**config.mk**
```make
export PLATFORM = sky130hd
export DESIGN_NAME = spi_slave
export DESIGN_NICKNAME = d
export VERILOG_FILES = /design/src/rtl/spi_slave.sv
export SDC_FILE = /design/constraint.sdc
export NUM_CORES = 1
export LEC_CHECK = 0
export BUFFER_PORTS_ARGS = -buffer_cell sky130_fd_sc_hd__buf_2
export CAP_MARGIN = 10
export CORE_MARGIN = 10
export CORE_UTILIZATION = 47
export DETAILED_ROUTE_END_ITERATION = 8
export PLACE_DENSITY = 0.8
export RECOVER_POWER = 50
export REMOVE_ABC_BUFFERS = 1
export SETUP_SLACK_MARGIN = 0.5
export SLEW_MARGIN = 20
export SYNTH_ARGS = -nofsm -noshare
export SYNTH_HDL_FRONTEND = slang
export SYNTH_SLANG_ARGS = --single-unit
```
**constraint.sdc**
```tcl
create_clock -name clk -period 2.65 [get_ports clk]
set_clock_uncertainty 0.15 [all_clocks]
set_input_delay 0.6625 -clock clk [delete_from_list [all_inputs] [get_ports clk]]
set_output_delay 0.6625 -clock clk [all_outputs]
set_load 0.01 [all_outputs]
```
**src/rtl/spi_slave.sv**
```systemverilog
// SPI mode-0 target with a memory-mapped data/status register pair on the CPU bus.
// Define SPI_SLAVE_RXFIFO_EN to replace the single RX byte register with a 4-entry RX FIFO.
module spi_slave #(
  parameter logic [31:0] ADDR = 32'hffff_ffff
) (
  input  logic        clk,
  input  logic        resetn,
  input  logic        spi_sck,
  input  logic        spi_cs_n,
  input  logic        spi_mosi,
  output logic        spi_miso,
  output logic        spi_miso_oe,
  input  logic        mem_valid,
  input  logic [31:0] mem_addr,
  input  logic [31:0] mem_wdata,
  input  logic [3:0]  mem_wstrb,
  output logic        spi_ready,
  output logic        spi_sel,
  output logic [31:0] spi_rdata
);

  localparam int unsigned BYTE_W  = 8;
  localparam int unsigned CNT_W   = 3;
  localparam int unsigned SYNC_W  = 3;
  localparam logic [BYTE_W-1:0] FILL_BYTE = 8'hFF;

  // Pin synchronisers; stage [1] is the synchronised value, stage [2] the edge reference
  logic [SYNC_W-1:0] r_sck_sync;
  logic [SYNC_W-1:0] r_cs_sync;
  logic [1:0]        r_mosi_sync;
  logic [SYNC_W-1:0] r_init;

  always_ff @(posedge clk or negedge resetn) begin
    if (!resetn) begin
      r_sck_sync  <= '0;
      r_cs_sync   <= '1;
      r_mosi_sync <= '0;
      r_init      <= '0;
    end else begin
      r_sck_sync  <= {r_sck_sync[SYNC_W-2:0], spi_sck};
      r_cs_sync   <= {r_cs_sync[SYNC_W-2:0], spi_cs_n};
      r_mosi_sync <= {r_mosi_sync[0], spi_mosi};
      r_init      <= {r_init[SYNC_W-2:0], 1'b1};
    end
  end

  // Edges are ignored until the pipeline holds real pin values, so a CS held low
  // across reset release is not mistaken for a fresh CS fall.
  logic w_edges_en;
  logic w_cs_active;
  logic w_cs_fall;
  logic w_cs_rise;
  logic w_sck_rise;
  logic w_sck_fall;
  logic w_mosi;

  assign w_edges_en  = r_init[SYNC_W-1];
  assign w_cs_active = ~r_cs_sync[1];
  assign w_cs_fall   = w_edges_en & ~r_cs_sync[1] &  r_cs_sync[2];
  assign w_cs_rise   = w_edges_en &  r_cs_sync[1] & ~r_cs_sync[2];
  assign w_sck_rise  = w_edges_en &  r_sck_sync[1] & ~r_sck_sync[2];
  assign w_sck_fall  = w_edges_en & ~r_sck_sync[1] &  r_sck_sync[2];
  assign w_mosi      = r_mosi_sync[1];

  // Bus decode
  logic w_hit_data;
  logic w_hit_stat;
  logic w_is_wr;
  logic w_data_rd;
  logic w_data_wr;
  logic w_stat_wr;
  logic w_ovr_clr;
  logic w_unused;

  assign w_hit_data = (mem_addr == ADDR);
  assign w_hit_stat = (mem_addr == (ADDR + 32'd4));
  assign w_is_wr    = |mem_wstrb;
  assign spi_sel    = mem_valid & (w_hit_data | w_hit_stat);
  assign w_data_rd  = spi_sel & w_hit_data & ~w_is_wr;
  assign w_stat_wr  = spi_sel & w_hit_stat & w_is_wr;
  assign w_ovr_clr  = w_stat_wr & mem_wstrb[0] & mem_wdata[2];
  assign w_unused   = ^mem_wdata[31:8];

  logic r_tx_full;
  assign w_data_wr = spi_sel & w_hit_data & w_is_wr & ~r_tx_full;
  assign spi_ready = spi_sel & ~(w_hit_data & w_is_wr & r_tx_full);

  // Bit counter, RX shifter and TX shifter
  logic [CNT_W-1:0]  r_bit_cnt;
  logic [BYTE_W-1:0] r_rx_shift;
  logic [BYTE_W-1:0] r_tx_shift;
  logic [BYTE_W-1:0] r_tx_hold;
  logic              w_tx_load;
  logic              w_byte_done;
  logic [BYTE_W-1:0] w_rx_byte;

  assign w_tx_load   = w_cs_fall | (w_cs_active & w_sck_fall & (r_bit_cnt == '0));
  assign w_byte_done = ~w_cs_fall & w_cs_active & w_sck_rise & (r_bit_cnt == CNT_W'(7));
  assign w_rx_byte   = {r_rx_shift[BYTE_W-2:0], w_mosi};

  always_ff @(posedge clk or negedge resetn) begin
    if (!resetn) begin
      r_bit_cnt  <= '0;
      r_rx_shift <= '0;
      r_tx_shift <= FILL_BYTE;
    end else begin
      if (w_cs_fall || w_cs_rise) begin
        r_bit_cnt <= '0;
      end else if (w_cs_active && w_sck_rise) begin
        r_rx_shift <= w_rx_byte;
        r_bit_cnt  <= r_bit_cnt + CNT_W'(1);
      end
      if (w_tx_load) begin
        r_tx_shift <= r_tx_full ? r_tx_hold : FILL_BYTE;
      end else if (w_cs_active && w_sck_fall) begin
        r_tx_shift <= {r_tx_shift[BYTE_W-2:0], 1'b1};
      end
    end
  end

  // TX holding register; a write can only land while it is empty
  always_ff @(posedge clk or negedge resetn) begin
    if (!resetn) begin
      r_tx_hold <= '0;
      r_tx_full <= 1'b0;
    end else begin
      if (w_tx_load && r_tx_full) begin
        r_tx_full <= 1'b0;
      end
      if (w_data_wr && mem_wstrb[0]) begin
        r_tx_hold <= mem_wdata[BYTE_W-1:0];
        r_tx_full <= 1'b1;
      end
    end
  end

  logic              r_overrun;
  logic              w_rx_valid;
  logic [BYTE_W-1:0] w_rd_byte;

`ifdef SPI_SLAVE_RXFIFO_EN
  localparam int unsigned FIFO_DEPTH = 4;
  localparam int unsigned PTR_W      = 2;
  localparam int unsigned OCC_W      = 3;

  logic [BYTE_W-1:0] r_fifo [FIFO_DEPTH];
  logic [PTR_W-1:0]  r_wr_ptr;
  logic [PTR_W-1:0]  r_rd_ptr;
  logic [OCC_W-1:0]  r_count;
  logic [BYTE_W-1:0] r_rx_data;
  logic              w_empty;
  logic              w_full;
  logic              w_pop;
  logic              w_push;

  assign w_empty    = (r_count == '0);
  assign w_full     = (r_count == OCC_W'(FIFO_DEPTH));
  assign w_pop      = w_data_rd & ~w_empty;
  assign w_push     = w_byte_done & (~w_full | w_pop);
  assign w_rx_valid = ~w_empty;
  assign w_rd_byte  = w_empty ? r_rx_data : r_fifo[r_rd_ptr];

  // RX FIFO; r_rx_data remembers the last popped byte for reads of an empty FIFO
  always_ff @(posedge clk or negedge resetn) begin
    if (!resetn) begin
      for (int i = 0; i < FIFO_DEPTH; i++) begin
        r_fifo[i] <= '0;
      end
      r_wr_ptr  <= '0;
      r_rd_ptr  <= '0;
      r_count   <= '0;
      r_rx_data <= '0;
      r_overrun <= 1'b0;
    end else begin
      if (w_pop) begin
        r_rx_data <= r_fifo[r_rd_ptr];
        r_rd_ptr  <= r_rd_ptr + PTR_W'(1);
      end
      if (w_push) begin
        r_fifo[r_wr_ptr] <= w_rx_byte;
        r_wr_ptr         <= r_wr_ptr + PTR_W'(1);
      end
      r_count <= r_count + OCC_W'(w_push) - OCC_W'(w_pop);
      if (w_ovr_clr) begin
        r_overrun <= 1'b0;
      end
      if (w_byte_done && !w_push) begin
        r_overrun <= 1'b1;
      end
    end
  end
`else
  logic [BYTE_W-1:0] r_rx_data;
  logic              r_rx_valid;

  assign w_rx_valid = r_rx_valid;
  assign w_rd_byte  = r_rx_data;

  // Single RX byte; a read in the completing cycle frees the slot for the new byte
  always_ff @(posedge clk or negedge resetn) begin
    if (!resetn) begin
      r_rx_data  <= '0;
      r_rx_valid <= 1'b0;
      r_overrun  <= 1'b0;
    end else begin
      if (w_data_rd) begin
        r_rx_valid <= 1'b0;
      end
      if (w_ovr_clr) begin
        r_overrun <= 1'b0;
      end
      if (w_byte_done) begin
        if (!r_rx_valid || w_data_rd) begin
          r_rx_data  <= w_rx_byte;
          r_rx_valid <= 1'b1;
        end else begin
          r_overrun <= 1'b1;
        end
      end
    end
  end
`endif

  assign spi_miso    = r_tx_shift[BYTE_W-1];
  assign spi_miso_oe = w_cs_active;

  // Read data mux
  always_comb begin
    spi_rdata = '0;
    if (spi_sel && !w_is_wr) begin
      if (w_hit_data) begin
        spi_rdata = {24'h0, w_rd_byte};
      end else begin
        spi_rdata = {27'h0, w_cs_active, 1'b0, r_overrun, ~r_tx_full, w_rx_valid};
      end
    end
  end

endmodule

```
Yosys cells after proc, flatten, opt, wreduce, memory -nomap -nowiden
Cells that the tools add are included.
{"block": "totals", "wordCells": 83, "regBits": 48}
{"block": "op_classes", "n_mux": 15, "bitwise_logic": 36, "reduce_logical": 16, "n_eq_ne": 3, "addsub": 1}
{"operator": "$eq 32x2->1 const B", "count": 1}
{"operator": "$eq 32x32->1 const B", "count": 1}
{"operator": "$mux 32", "count": 1}
{"operator": "$mux 8", "count": 4}
{"operator": "$and 1x1->1", "count": 25}
{"operator": "$not 1->1", "count": 9}
{"operator": "$mux 1", "count": 8}
{"operator": "$mux 3", "count": 2}
{"operator": "$reduce_bool 2->1", "count": 3}
{"operator": "$logic_and 1x1->1", "count": 5}
{"operator": "$reduce_and 2->1", "count": 2}
{"operator": "$reduce_or 4->1", "count": 1}
{"operator": "$add 3x1->3 const B", "count": 1}
{"operator": "$eq 3x3->1 const B", "count": 1}
{"operator": "$logic_not 3->1", "count": 1}
{"operator": "$logic_not 1->1", "count": 2}
{"operator": "$logic_or 1x1->1", "count": 2}
{"operator": "$or 1x1->1", "count": 2}

Depth between registers and ports, before layout
Gate-level depths: netlist (run 1).
{"block": "logic_depth", "depth_word": 10, "ltp_mapped": 8}

Least setup slack after synthesis (run 1)
OpenSTA, ideal clock, no wires.
{"block": "synth_timing", "kind": "input -> output", "startpoint": "in mem_addr[27]", "endpoint": "out spi_rdata[0]", "required_ps": 1837, "slack_ps": 114, "cell_stages": 5, "t_arrival_ps": 1724, "cell_sequence": "nor4b_1 > nand4_1 > nor3_1 > nand3_1 > o22ai_1"}
{"block": "synth_via", "elab_chain_cells": 5, "word_cells_on_any_way": 7, "cone_classes": "eq/ne (2); mux (2); bitwise (2); reduce/logical (1)"}
{"element": "start, declared", "line_no": "14", "rtl": "input logic [31:0] mem_addr,"}
{"element": "$eq 32x32->1 / $eq 32x2->1 (equally long branches)", "line_no": "75, 76"}
{"element": "$or 1x1->1", "line_no": "78", "rtl": "assign spi_sel = mem_valid & (w_hit_data | w_hit_stat);"}
{"element": "$and 1x1->1", "line_no": "78"}
{"element": "$logic_and 1x1->1", "line_no": "230", "rtl": "if (spi_sel && !w_is_wr) begin"}
{"element": "$mux 32 *", "line_no": "230"}
{"element": "end, declared", "line_no": "19", "rtl": "output logic [31:0] spi_rdata"}
Mark *: on every way between the ends. The rest lies on a longest branch, timed or not.

Worst setup path after layout (run 1)
{"block": "layout_timing", "startpoint": "in mem_addr[8]", "endpoint": "out spi_rdata[2]"}
Same word-level chain as after synthesis.

==> summary.md, run 1 <==
| Metric | Value |
|---|---|
| Final setup margin | -171 ps |
| Final net count | 370 |
| Max Fclk | 0.354 GHz |
| Initial Util | 0.493 |
| Failing checks | setup timing |
| Mapped Cells | 210 |
| Kind of critical path | in -> out |
| Top cell type's share of synthesized area | 0.390 |
| CP startpoint kind | input pin |
| Root Buffer | clkbuf_8 |
| Filler cells | 335 |
| Commonest cells post-synth | dfrtp_1, buf_4, nand2_1 |
| Final setup fails | 10 |
| Fin Hold WS | 204 ps |
| CTS Buffer Depth | 2 |
| Register area share after synthesis | 0.512 |
| Dominant cell type by area after synthesis | dfrtp_1 |
| Die area | 0.00830 mm^2 |
| Num Clock Sinks | 48 |
| GRT Total Usage | 0.143 |
| CP endpoint kind | primary output |
| Core Box Area | 0.00482 mm^2 |
| Final ANT Viol Nets | 0 |
| Post-synth EDFFs | 0 |
| Cell with the most instances after synthesis | dfrtp_1 |
| Total CTS buffers | 5 |
| Worst hold path class | reg -> reg |
| Main combinational cell family by area after synthesis | simple AND/OR/NAND/NOR gates |
| Boundary Pins | 110 |
| NetSw | 0.000383 W |
| Register area | 0.00121 mm^2 |
| Fin. max-slew vios | 0 |
| Die extent in y | ~90 um |
| # diodes | 0 |
| Slew HR | 0.0859 |
| Mapped cell area | 0.00237 mm^2 |
| Pwr Total | 0.00159 W |
| Vias in the first global route | approximately 2k |
| Area growth, synth to finish | 36.9% |
| Largest net degree at the start of global routing | 27 |
| DP HPWL | 4.38 mm |
| Post-synth ARST share | 1.00 |
| Max FO, Critical Path | 6 |
| Mux cell area share after synthesis | 0.122 |
| Met2 usage | 0.236 |
| Compound-Gate Fraction of Synth Area | 0.0822 |
| Max Cap Violations | 0 |
| Wirelength per Cell | 17.5 um |
| Syn_area_per_cell | 11.3 um^2 |
| Top_reg_cell synth | dfrtp_1 |
| Gpl congestion | 0.863 |
| Post-synthesis simple-gate area fraction | 0.161 |
| CTS tree | built |
| Initial DRC Count | 97 |
| Initial DRT Pass Iterations | 4 |
| Worst-margin pin slew | 1370 ps |
| Synth unique cells | 37 |
| Grt met1 use | 0.167 |
| DR DRC count | 0 |
| GR Overflow Total | 0 |
| Power per cell area | 489 mW/mm^2 |
| Tmin final | 2820 ps |
| Worst-Skew Late Latency | 310 ps |
| Synth Area in XOR/XNOR | 0 |
| Logic pwr share | 0.129 |
| Switch share | 0.241 |
| Site Rows | 25 |
| Multi-input logic area | 0.00116 mm^2 |
| Initial antenna violation count | 0 |
| Leak | 1.55 nW |
| Final period util | 1.06 |
| Share of layout cells above drive strength 1 | 0.480 |
| First-pass GRT wire length | 9.84 mm |
| Final hold violations | 0 |
| Vias | about 1.8k |
| Met3 usage | 0.0609 |
| Worst vdd ir | a little under 0.3 mV |
| Power share of the clock group | 0.351 |
| PortBufs | 61 |
| Global route hottest layer | met2 |
| Total Wirelength | 6.33 mm |
| Sequential power share | 0.520 |
| Synth area leaders | dfrtp_1, dfstp_2, buf_4 |
| Post-Synth Adder-Cell Area | 0.0158 |
| Flop and latch count out of synthesis | 48 |
| Critical Path RT | 1840 ps |
| Horiz. Die Dim | 91.1 um |
| Clock-pin slew on the worst setup and hold paths | 90 ps |
| Status | finished, violations left |
| Arr. time, crit path | 2010 ps |
| H-tree depth | 2 |
| Drt via density | ~5 |
| # hold bufs at CTS | 0 |
| RSZ-0062 raised after global routing | true |
| Syn. warnings | 0 |
| Cell internal pwr | 0.00121 W |
==> sequential cells by signal, summed over array words and instances, names as in the netlist, 2 cells and up <==
register / count
r_bit_cnt: 3
r_cs_sync: 3
r_init: 3
r_mosi_sync: 2
r_rx_data: 8
r_rx_shift: 7
r_sck_sync: 3
r_tx_hold: 8
r_tx_shift: 8
==> stage by stage <==
stage	std cells	cell area, um^2	util	setup TNS (ps)	worst slack (ps)
3_5_place_dp	352	2820	0.585	-1860	-331
3_3_place_gp	352	2820	0.585	-1800	-305
6_report	361	3250	0.675	-1560	-171
2_1_floorplan	206	2270	-	0	114
5_1_grt	361	3250	0.675	-2250	-251
4_1_cts	360	3100	0.644	-636	-106
==> logic make-up (layout without fill, tap and decap cells) <==
group,after synthesis,count (layout)
AND/OR/NAND/NOR,64,64
flip-flops,48,48
buffers and inverters,42,103
AO/OA/AOI/OAI,28,28
multiplexers,23,23
adder cells (fa/ha/maj),3,3
other,2,25
==> final timing paths <==
check	cells after the start	start	to	slack [ps]
min reg2reg	0	r_init[0]	r_init[1]	200
max	7	mem_addr[8]	spi_rdata[2]	-170
min	0	r_init[0]	r_init[1]	200
min in group asynchronous	1	resetn	r_sck_sync[0]	500
max reg2reg	6	r_cs_sync[1]	r_rx_data[7]	670
max in group asynchronous	2	resetn	r_rx_shift[2]	520
==> layout make-up <==
class,instances,share of cell area
clock buffer,6,0.0254
clock inverter,2,0.0119
timing repair buffer,80,0.188
sequential,48,0.374
inverter,15,0.0173
multi-input combinational,143,0.358
tap,67,0.0258
==> cells in the final DEF, fill, tap and decap left out, types with 2 or more instances in the layout <==
cell | netlist | final
buf_4 | 24 | 11
nor4_1 | 6 | 2
conb_1 | 2 | 25
nor2_4 | 0 | 4
mux2_2 | 13 | 7
inv_1 | 14 | 14
dfstp_2 | 11 | 10
dfrtp_1 | 37 | 37
buf_6 | 0 | 22
o21ai_0 | 9 | 9
nor4_2 | 3 | 3
clkbuf_8 | 0 | 6
nand2b_1 | 7 | 7
nor3_1 | 3 | 2
mux2_4 | 8 | 16
buf_8 | 0 | 2
nor4_4 | 0 | 4
nor2b_1 | 2 | 2
o31ai_1 | 7 | 7
nand4_1 | 11 | 11
nand3_1 | 3 | 2
nand2_1 | 19 | 18
ha_1 | 3 | 3
a22o_1 | 2 | 2
buf_12 | 0 | 2
clkbuf_1 | 1 | 3
o22ai_2 | 0 | 4
buf_2 | 1 | 40
==> critical path: stages <==
cell and delay [ps]:
buf_2 100, nand4_1 200, nor4_4 360, nand4_1 180, buf_6 180, o22ai_2 180
buf_6 140
==> power by group through the flow <==
stage               registers [W]  clock network (W)  logic (W)
floorplan                0.000836                  0  0.0000886
global placement         0.000839                  0   0.000171
detailed placement       0.000842                  0   0.000178
CTS                      0.000828           0.000572   0.000194
global route             0.000835           0.000602   0.000232
finish                   0.000827           0.000558   0.000205
==> layer usage <==
| metal | part of all wire | vias to the layer above |
|---|---|---|
| met4 | 0.018 | 0 |
| met2 | 0.47 | 79 |
| met3 | 0.084 | 12 |
| met5 | 0 | - |
| met1 | 0.43 | 892 |
| li1 | - | 866 |
==> repair_timing <==
| item | CTS | global route |
|---|---|---|
| gates resized for setup | 28 | 36 |
| pin swaps | 14 | 11 |
| buffers inserted | 0 | 1 |
| endpoints found under the setup margin | 25 | 26 |
No activity file was read; power rests on OpenSTA's default activity.
==> run 2, diff against run 1 <==
- CORE_UTILIZATION: 47 -> 48
- CTS_BUF_LIST: default -> sky130_fd_sc_hd__clkbuf_8
- PLACE_DENSITY: 0.8 -> 0.82
==> run 2 against run 1 <==
Net effect: the run ends with capacitance limit, slew limit, setup timing left; wire length is 3.7% lower; combinational power hardly changed; largest power group unchanged; largest cell class unchanged; clock power is 7.0% lower; register-to-register slack worse by 20 ps; sequential cell count stayed put; via count hardly changed; setup slack worse by 7.4 ps; cell area is 1.5% lower; sequential power hardly changed.
==> summary.md, run 2 (same netlist as run 1, synthesis figures left out) <==
| Metric | Value |
|---|---|
| Met2 usage | 0.252 |
| Total negative slack | -1040 ps |
| Leak | 1.52 nW |
| Fin. max-slew vios | 37 |
| Final net count | 371 |
| Clock-pin slew on the worst setup and hold paths | ~80 ps |
| PortBufs | between 60 and 70 |
| Boundary Pins | 110 |
| Reg-to-reg slack, setup | approximately 650 ps |
| Root Buffer | clkbuf_8 |
| Max Fclk | between 0.3 and 0.4 GHz |
| Final hold violations | 0 |
| Largest registers | r_rx_data (8), r_tx_hold (8), r_tx_shift (8) |
| Gpl congestion | roughly 0.85 |
| DR DRC count | 0 |
| Vias in the first global route | 1,987 |
| Met3 usage | 0.0515 |
| Switch share | 0.244 |
| Num Clock Sinks | between 40 and 50 |
| Kind of critical path | in -> out |
| Critical-path cell with the highest stage delay | nor3_2 |
| Area growth, synth to finish | 34.9% |
| Failing checks | capacitance limit, slew limit, setup timing |
| Tmin final | 2830 ps |
| Slew HR | -0.210 |
| Final ANT Viol Nets | 0 |
| Power per cell area | 486 mW/mm^2 |
| Wirelength per Cell | 16.8 um |
| Max Cap Violations | 1 |
| Site Rows | 25 |
| CP startpoint kind | input pin |
| CP bufs+invs | 2 |
| GR Overflow Total | 0 |
| Initial Util | 0.499 |
| Max FO, Critical Path | 4 |
| Power share of the clock group | 0.333 |
| Final setup fails | 9 |
| NetSw | 0.000379 W |
| Die extent in y | roughly 90 um |
| Grt met1 use | 0.156 |
| Sequential power share | 0.533 |
| Share of layout cells above drive strength 1 | 0.478 |
| CTS Buffer Depth | 2 |
| CP endpoint kind | primary output |
| Worst-Skew Late Latency | 300 ps |
| Commonest cells after routing, fill and taps aside | buf_2, dfrtp_1, conb_1, nand2_1, buf_6 |
| Fin Hold WS | between 200 and 250 ps |
| First-pass GRT wire length | 9.72 mm |
| RSZ-0062 raised after global routing | true |
| Most common library cell in the layout ignoring fill and taps | buf_2 |
| Logic pwr share | 0.134 |
| DP HPWL | 4.47 mm |
| Slowest stage delay, CP | 280 ps |
| Initial DRT Pass Iterations | 4 |
| H-tree depth | 2 |
| CTS tree | built |
| Horiz. Die Dim | 90.3 um |
| Final period util | 1.07 |
| Worst vdd ir | 0.350 mV |
| Total Wirelength | 6.10 mm |
| Vias | 1,848 |
| Die area | 0.00816 mm^2 |
| Cell internal pwr | 0.00118 W |
| Drt via density | between 5 and 6 |
| DP Area | 0.00280 mm^2 |
| GRT Total Usage | 0.141 |
| Crit path cell chain | buf_6, nor4_4, nand4_1, nor3_2, nand3_2, o22ai_2, buf_2 |
| Finished Core Util | 0.674 |
| Design Area, Final | 0.00320 mm^2 |
| Initial antenna violation count | 0 |
| Global route hottest layer | met2 |
| Initial DRC Count | roughly 130 |
| Critical path's top delay family | simple AND/OR/NAND/NOR gates |
| Total CTS buffers | 5 |
| Worst hold path class | reg -> reg |
| Status | finished, violations left |
| # diodes | 0 |
| Largest net degree at the start of global routing | 37 |
| Worst-margin pin slew | 1810 ps |
| Critical Path RT | 1840 ps |
| Arr. time, crit path | 2020 ps |
| Final setup margin | -179 ps |
| Core Box Area | approximately 0.0048 mm^2 |
## run 2: cell count changes in the layout (fill, tap and decap cells not counted), moves of 2 or more
cell,previous run,this run
buf_2,40,42
buf_4,11,15
buf_6,22,19
buf_8,2,0
mux2_1,0,2
mux2_2,7,13
mux2_4,16,8
## run 2: metal layers
layer,part of all wire,vias up
li1,-,864
met1,0.41,902
met3,0.069,7
met5,0,-
met4,0.010,0
met2,0.51,75
## run 2: through the flow
step	cells	total power (W)	setup WS (ps)
6_report	362	0.00156	-179
5_1_grt	362	0.00164	-255
4_1_cts	359	0.00155	-80.3
3_5_place_dp	350	0.00102	-338
3_3_place_gp	350	0.00101	-330
2_1_floorplan	206	0.000925	114
## run 2: path summary, 6_finish.rpt
check	startpoint	to	cells after the start
worst max-delay path	mem_addr[8]	spi_rdata[0]	7
worst min-delay path	r_sck_sync[0]	r_sck_sync[1]	0
worst max register to register	r_cs_sync[1]	r_rx_data[0]	6
worst min register to register	r_sck_sync[0]	r_sck_sync[1]	0
max in group asynchronous	resetn	r_rx_shift[2]	1
min in group asynchronous	resetn	r_tx_hold[7]	1
## run 2: timing repair
item / in CTS / in global routing
gates resized for setup: 28 / 18
cloned: 0 / 1
buffers inserted: 1 / 2
hold buffers: 0 / 0
pin swaps: 13 / 12
setup endpoints to repair: 25 / 25
## run 2: area by class of cell
| class | instances | area, um^2 |
|---|---|---|
| fill | 366 | 1550 |
| sequential | 48 | 1210 |
| multi-input combinational | 144 | 1150 |
| timing repair buffer | 80 | 584 |
| tap | 67 | 83.8 |
| clock buffer | 5 | 68.8 |
| inverter | 15 | 56.3 |
| clock inverter | 3 | 42.5 |
## run 2: power by group through the flow
stage	Sequential (W)	Clock, W	Combinational (W)
2_1_floorplan	0.000836	0	0.0000886
6_report	0.000829	0.000519	0.000208
3_5_place_dp	0.000841	0	0.000183
3_3_place_gp	0.000838	0	0.000171
4_1_cts	0.000828	0.000530	0.000194
5_1_grt	0.000835	0.000567	0.000233
